==> src/rtl/freq_ratio_meter_if.sv <==
// freq_ratio_meter_if
//   Groups the measurement-side signals of freq_ratio_meter into one bundle.
//   Ports / signals:
//     enable     - measurement enable (driven by master)
//     sig_in     - measured signal, asynchronous to clk (driven by master)
//     period     - clk cycles between the last two detected rising edges
//     high_time  - clk cycles sig_in was high within that period
//     valid      - one-cycle pulse when period/high_time update
//     locked     - enough consecutive equal periods have been seen
//     timeout    - no rising edge within 2^CNT_W-1 cycles
//   Modports:
//     master - stimulus side (drives enable/sig_in, reads results)
//     slave  - meter side (reads enable/sig_in, drives results)
interface freq_ratio_meter_if #(
  parameter int CNT_W = 16
);
  logic             enable;
  logic             sig_in;
  logic [CNT_W-1:0] period;
  logic [CNT_W-1:0] high_time;
  logic             valid;
  logic             locked;
  logic             timeout;

  modport master (
    output enable, sig_in,
    input  period, high_time, valid, locked, timeout
  );

  modport slave (
    input  enable, sig_in,
    output period, high_time, valid, locked, timeout
  );
endinterface

==> src/rtl/freq_ratio_meter.sv <==
// freq_ratio_meter
//   Measures a slow clock-derived signal against clk: reports its period and
//   high time in clk cycles, flags lock once the period has repeated
//   LOCK_COUNT times in a row, and flags a timeout when edges stop arriving.
//   Parameters:
//     CNT_W      - width of the period/high-time counters and outputs
//     LOCK_COUNT - consecutive matching periods needed for lock (1..255)
//   Ports:
//     clk - system clock, rising edge
//     rst - asynchronous active-high reset
//     bus - freq_ratio_meter_if slave modport (enable, sig_in in;
//           period, high_time, valid, locked, timeout out)
module freq_ratio_meter #(
  parameter int CNT_W      = 16,
  parameter int LOCK_COUNT = 4
) (
  input logic               clk,
  input logic               rst,
  freq_ratio_meter_if.slave bus
);

  localparam int              MATCH_W     = 8;
  localparam logic [MATCH_W-1:0] LOCK_TARGET = MATCH_W'(LOCK_COUNT);
  localparam logic [CNT_W-1:0]   CNT_MAX     = {CNT_W{1'b1}};

  typedef enum logic {
    IDLE,
    MEASURE
  } state_t;

  state_t             state, state_next;
  logic               s1, s2, sd;
  logic               rise, fall;
  logic [CNT_W-1:0]   cnt, cnt_next, cnt_inc;
  logic [CNT_W-1:0]   hi_lat, hi_lat_next;
  logic [CNT_W-1:0]   period_q, period_next;
  logic [CNT_W-1:0]   high_q, high_next;
  logic [MATCH_W-1:0] match_cnt, match_next;
  logic               first, first_next;
  logic               valid_q, valid_next;
  logic               locked_q, locked_next;
  logic               timeout_q, timeout_next;

  // Two-flop synchroniser plus a history flop; every edge decision below
  // uses only the synchronised rise/fall strobes.
  always_ff @(posedge clk or posedge rst) begin
    if (rst) begin
      s1 <= 1'b0;
      s2 <= 1'b0;
      sd <= 1'b0;
    end else begin
      s1 <= bus.sig_in;
      s2 <= s1;
      sd <= s2;
    end
  end

  assign rise    = s2 & ~sd;
  assign fall    = ~s2 & sd;
  assign cnt_inc = cnt + CNT_W'(1);

  // State and measurement registers.
  always_ff @(posedge clk or posedge rst) begin
    if (rst) begin
      state     <= IDLE;
      cnt       <= '0;
      hi_lat    <= '0;
      period_q  <= '0;
      high_q    <= '0;
      match_cnt <= '0;
      first     <= 1'b0;
      valid_q   <= 1'b0;
      locked_q  <= 1'b0;
      timeout_q <= 1'b0;
    end else begin
      state     <= state_next;
      cnt       <= cnt_next;
      hi_lat    <= hi_lat_next;
      period_q  <= period_next;
      high_q    <= high_next;
      match_cnt <= match_next;
      first     <= first_next;
      valid_q   <= valid_next;
      locked_q  <= locked_next;
      timeout_q <= timeout_next;
    end
  end

  // Next-state and datapath decisions. Disabling wins over everything and
  // only clears lock; the last measurement and timeout flag are kept so
  // software can still read them. A rise landing on the saturated count is
  // recorded as a normal period (the count wraps to 0 in the period field)
  // rather than as a timeout.
  always_comb begin
    state_next   = state;
    cnt_next     = cnt;
    hi_lat_next  = hi_lat;
    period_next  = period_q;
    high_next    = high_q;
    match_next   = match_cnt;
    first_next   = first;
    valid_next   = 1'b0;
    locked_next  = locked_q;
    timeout_next = timeout_q;

    if (!bus.enable) begin
      state_next  = IDLE;
      cnt_next    = '0;
      locked_next = 1'b0;
    end else begin
      case (state)
        IDLE: begin
          cnt_next = '0;
          if (rise) begin
            state_next   = MEASURE;
            match_next   = '0;
            first_next   = 1'b1;
            timeout_next = 1'b0;
          end
        end
        MEASURE: begin
          cnt_next = cnt_inc;
          if (fall) begin
            hi_lat_next = cnt_inc;
          end
          if (rise) begin
            period_next = cnt_inc;
            high_next   = hi_lat;
            valid_next  = 1'b1;
            cnt_next    = '0;
            // The first period after IDLE has nothing to compare against.
            if (first) begin
              first_next = 1'b0;
              match_next = '0;
            end else if (cnt_inc == period_q) begin
              if (match_cnt < LOCK_TARGET) begin
                match_next = match_cnt + MATCH_W'(1);
              end
            end else begin
              match_next = '0;
            end
            // Lock follows the updated match count so a mismatch drops it
            // on the same edge that publishes the new period.
            locked_next = (match_next == LOCK_TARGET);
          end else if (cnt == CNT_MAX) begin
            timeout_next = 1'b1;
            locked_next  = 1'b0;
            state_next   = IDLE;
            cnt_next     = '0;
          end
        end
        default: begin
          state_next = IDLE;
        end
      endcase
    end
  end

  assign bus.period    = period_q;
  assign bus.high_time = high_q;
  assign bus.valid     = valid_q;
  assign bus.locked    = locked_q;
  assign bus.timeout   = timeout_q;

endmodule
==> src/flat_wrapper.sv <==
// flat-port wrapper written by rule: the top's interface ports become plain ports
module freq_ratio_meter_flat 
#(
  parameter int CNT_W      = 16,
  parameter int LOCK_COUNT = 4
)
  (clk, rst, bus_enable, bus_sig_in, bus_period, bus_high_time, bus_valid, bus_locked, bus_timeout);
  freq_ratio_meter_if #(.CNT_W(CNT_W)) bus_i ();
  input logic clk;
  input logic rst;
  input wire logic [$bits(bus_i.enable)-1:0] bus_enable;
  input wire logic [$bits(bus_i.sig_in)-1:0] bus_sig_in;
  output wire logic [$bits(bus_i.period)-1:0] bus_period;
  output wire logic [$bits(bus_i.high_time)-1:0] bus_high_time;
  output wire logic [$bits(bus_i.valid)-1:0] bus_valid;
  output wire logic [$bits(bus_i.locked)-1:0] bus_locked;
  output wire logic [$bits(bus_i.timeout)-1:0] bus_timeout;
  assign bus_i.enable = bus_enable;
  assign bus_i.sig_in = bus_sig_in;
  assign bus_period = bus_i.period;
  assign bus_high_time = bus_i.high_time;
  assign bus_valid = bus_i.valid;
  assign bus_locked = bus_i.locked;
  assign bus_timeout = bus_i.timeout;
  freq_ratio_meter #(.CNT_W(CNT_W), .LOCK_COUNT(LOCK_COUNT)) u_core (.clk(clk), .rst(rst), .bus(bus_i));
endmodule
==> config.mk <==
export PLATFORM = sky130hd
export DESIGN_NAME = freq_ratio_meter_flat
export DESIGN_NICKNAME = d
export VERILOG_FILES = /design/src/rtl/freq_ratio_meter_if.sv /design/src/rtl/freq_ratio_meter.sv /design/src/flat_wrapper.sv
export SDC_FILE = /design/constraint.sdc
export NUM_CORES = 1
export LEC_CHECK = 0
export CAP_MARGIN = 30
export CORE_ASPECT_RATIO = 1.75
export CORE_UTILIZATION = 44
export DETAILED_ROUTE_END_ITERATION = 12
export DONT_BUFFER_PORTS = 1
export HOLD_SLACK_MARGIN = 0.05
export SYNTH_ARGS = -nofsm -noshare
export SYNTH_HDL_FRONTEND = slang
export SYNTH_SLANG_ARGS = --single-unit
==> constraint.sdc <==
create_clock -name clk -period 2.7 [get_ports clk]
set_clock_uncertainty 0.05 [all_clocks]
set_input_delay 0.27 -clock clk [delete_from_list [all_inputs] [get_ports clk]]
set_output_delay 0.27 -clock clk [all_outputs]
set_load 0.1 [all_outputs]
==> run metrics <==
status=complete, no violations; number of max-cap violations=0; die width=72.1 microns; Worst R2R End=u_core.match_cnt[5]$_DFFE_PP0P_; clock sink count=80; final core occ=54.1%; worst path required time=2860 ps; RSZ-0062 raised after global routing=no; CTS tree=built; Root Buffer=clkbuf_16; Setup crit end kind=flop; placed inst area=4100 sq um; Hold Path Class=input port to flop; hpwl dp=~6000 microns; min cycle time layout=2490 ps; Tcrit/Tclk final=92.1%; Lkg Pwr=2.13 nW; largest net degree at the start of global routing=50; Design Area, Final=4500 sq um; H-Tree Depth=3; Syn Area/Cell=approximately 10 sq um; ratio of cells with drive above 1 in the final layout=16.7%; Yosys reg bits=80; cts bufs inserted=9; drt drc=0; Max IR drop VDD=0.000482 V; mux cell area share after synthesis=less than 1%; pwr dens=638 nW/um^2; path type of the worst setup path=flop to flop; GRT Total Usage=20.5%; most frequent cell after synthesis=nand2_1; synth top area cells=dfrtp_1 53%, nand2_1 9.1%, o21ai_0 5.0%, xnor2_1 3.9%, nor2_1 2.5%; # IOs=39; TNS Setup=0 ps; worst r2r src=u_core.cnt[1]$_DFF_PP0_; Final Instance Count excl. Fillers=529; Longest Clk Path Bufs=2; synth unique cells=56; most used flip-flop cell after synthesis=dfrtp_1; main combinational cell family by area after synthesis=simple AND/OR/NAND/NOR gates; worst-path fanout max=5; die area=roughly 9000 sq um; synthesized area=3780 sq um; worst skew pair latency=340 ps; share of the synthesized area in the top cell type=53.0%; CP startpoint=u_core.cnt[1]$_DFF_PP0_; Adder-Cell Fraction of Synth Area=0.662%; Chip Height=125 microns; vias in the first global route=2862; Inst Count DP=510; Worst Reg2Reg Path Length in Cells=8; Starting Density=45.5%; Post-CTS Setup Bufs=0; Post-synth ARST share=100%; Seq/Total Area, Yosys=a little over half; DR iter-0 viols=111; Overflow after GRT=0; cell row count=44; P&R area growth vs syn=19.1%; synth warn=0; slew margin rel.=39.0%; Synth Area in Simple Gates=24.5%; n_diodes=0; fmax=402 MHz; routed vias/inst=5.13; first-pass GRT wire length=13800 microns; WL/cell=between 15 and 20 microns; DRT Pass-1 Iters=4; leading area contributor after synthesis=dfrtp_1; initial antenna violation count=0; reg2reg setup slack=approximately 210 ps; Critical Path AT=2650 ps; Clock transition at path regs=approximately 60 ps; ANT nets after route=0; total core area=~8300 sq um; via count=about 2700; Synth Instances=about 380; setup violators final=0; worst setup path end=u_core.match_cnt[5]$_DFFE_PP0P_; PortBufs=0; GPL Wtd Cong=0.910; Slew Limit Fails=0; Synth Area in Compound Gates=about a tenth; Syn Nets=385; # nets final=roughly 420; Post-synth top cells=92 x nand2_1, 80 x dfrtp_1, 38 x o21ai_0; HP Start=bus_enable; overall routed net length=8190 microns; Synth Area in XOR/XNOR=under 10%; Slew @ Worst Pin=914 ps; EDFF count, synth=0; final hold viol count=0; Worst setup SP type=flop
[final cells by class]
type / count / area, sq um
fillers: 743 / 3810
multi-input cells: 269 / 1630
clock buffers: 12 / 267
well taps: 115 / 144
clock inverters: 4 / 98.8
inverters: 10 / 38.8
repair buffers: 39 / 320
flip-flops and latches: 80 / 2000
[report_power, final]
part	leakage, nW	total, mW	internal [mW]	switching (mW)
Clock	0.179	1.44	0.980	0.463
Sequential	1.10	1.29	1.22	0.0608
Combinational	0.852	0.142	0.0439	0.0982
[stage by stage]
step / total power, mW / hold slack (ps) / worst slack (ps)
final: 2.87 / 124 / 215
after global placement: 1.44 / 251 / 188
after CTS: 2.90 / 119 / 83.9
after global routing: 2.96 / 129 / 34.7
after detailed placement: 1.45 / 69.1 / 92.4
after floorplan: 1.41 / 251 / 108
[cells in the final DEF, fill, tap and decap left out, types with 8 or more instances in the layout]
master     Yosys  routed
xnor2_1       17      17
nor3_1         8       8
buf_4          2      35
nor2b_1       10      10
nor2_1        25      25
o21ai_0       38      38
dfrtp_1       80      79
nand2_1       92      92
clkbuf_16      0       9
[cell families after synthesis]
family                     Yosys count
AOI/OAI and AO/OA                   61
buffers and inverters               30
and+or+nand+nor                    178
DFF                                 80
xor gates and xnor gates            27
muxes                                1
adders and majority gates            2
[registers in the layout, indices dropped and copies added, names as in the netlist]
signal,flops
u_core.bus.high_time,16
u_core.bus.period,16
u_core.cnt,16
u_core.hi_lat,16
u_core.match_cnt,8
u_core.bus.locked,1
u_core.bus.timeout,1
u_core.bus.valid,1
u_core.first,1
u_core.s1,1
u_core.s2,1
u_core.sd,1
u_core.state,1
[timing repair]
item / 4_1_cts / 5_1_grt
hold buffers: 3 / 0
hold endpoints to repair: 74 / 0
resized for setup: 0 / 2
endpoints found under the setup margin: 0 / 8
[per-layer routing]
layer	GRT usage [%]	part of all wire [%]	vias up	wire length (microns)
met5	0	0	-	0
met4	8.65	2.3	0	187
met3	6.15	4.0	14	326
met2	34.3	53	58	4310
met1	23.7	41	1302	3360
li1	-	-	1340	-
[critical path, stage by stage (launching register included)]
cell and delay (ps):
dfrtp_1 350, ha_1 260, nand3_4 140, or4_4 570
xnor2_1 150, o221ai_2 250, clkinv_1 180, a31oi_2 310
nor2b_1 90
[worst min-delay path by stage]
stage,to,depth (start not counted)
2_1_floorplan,u_core.s1$_DFF_PP0_,0
3_3_place_gp,u_core.s1$_DFF_PP0_,0
3_5_place_dp,u_core.bus.high_time[3]$_DFFE_PP0P_,1
4_1_cts,u_core.bus.locked$_DFFE_PP0P_,3
5_1_grt,u_core.match_cnt[0]$_DFFE_PP0P_,2
6_report,u_core.bus.locked$_DFFE_PP0P_,3
(Power assumes the default switching activity.)
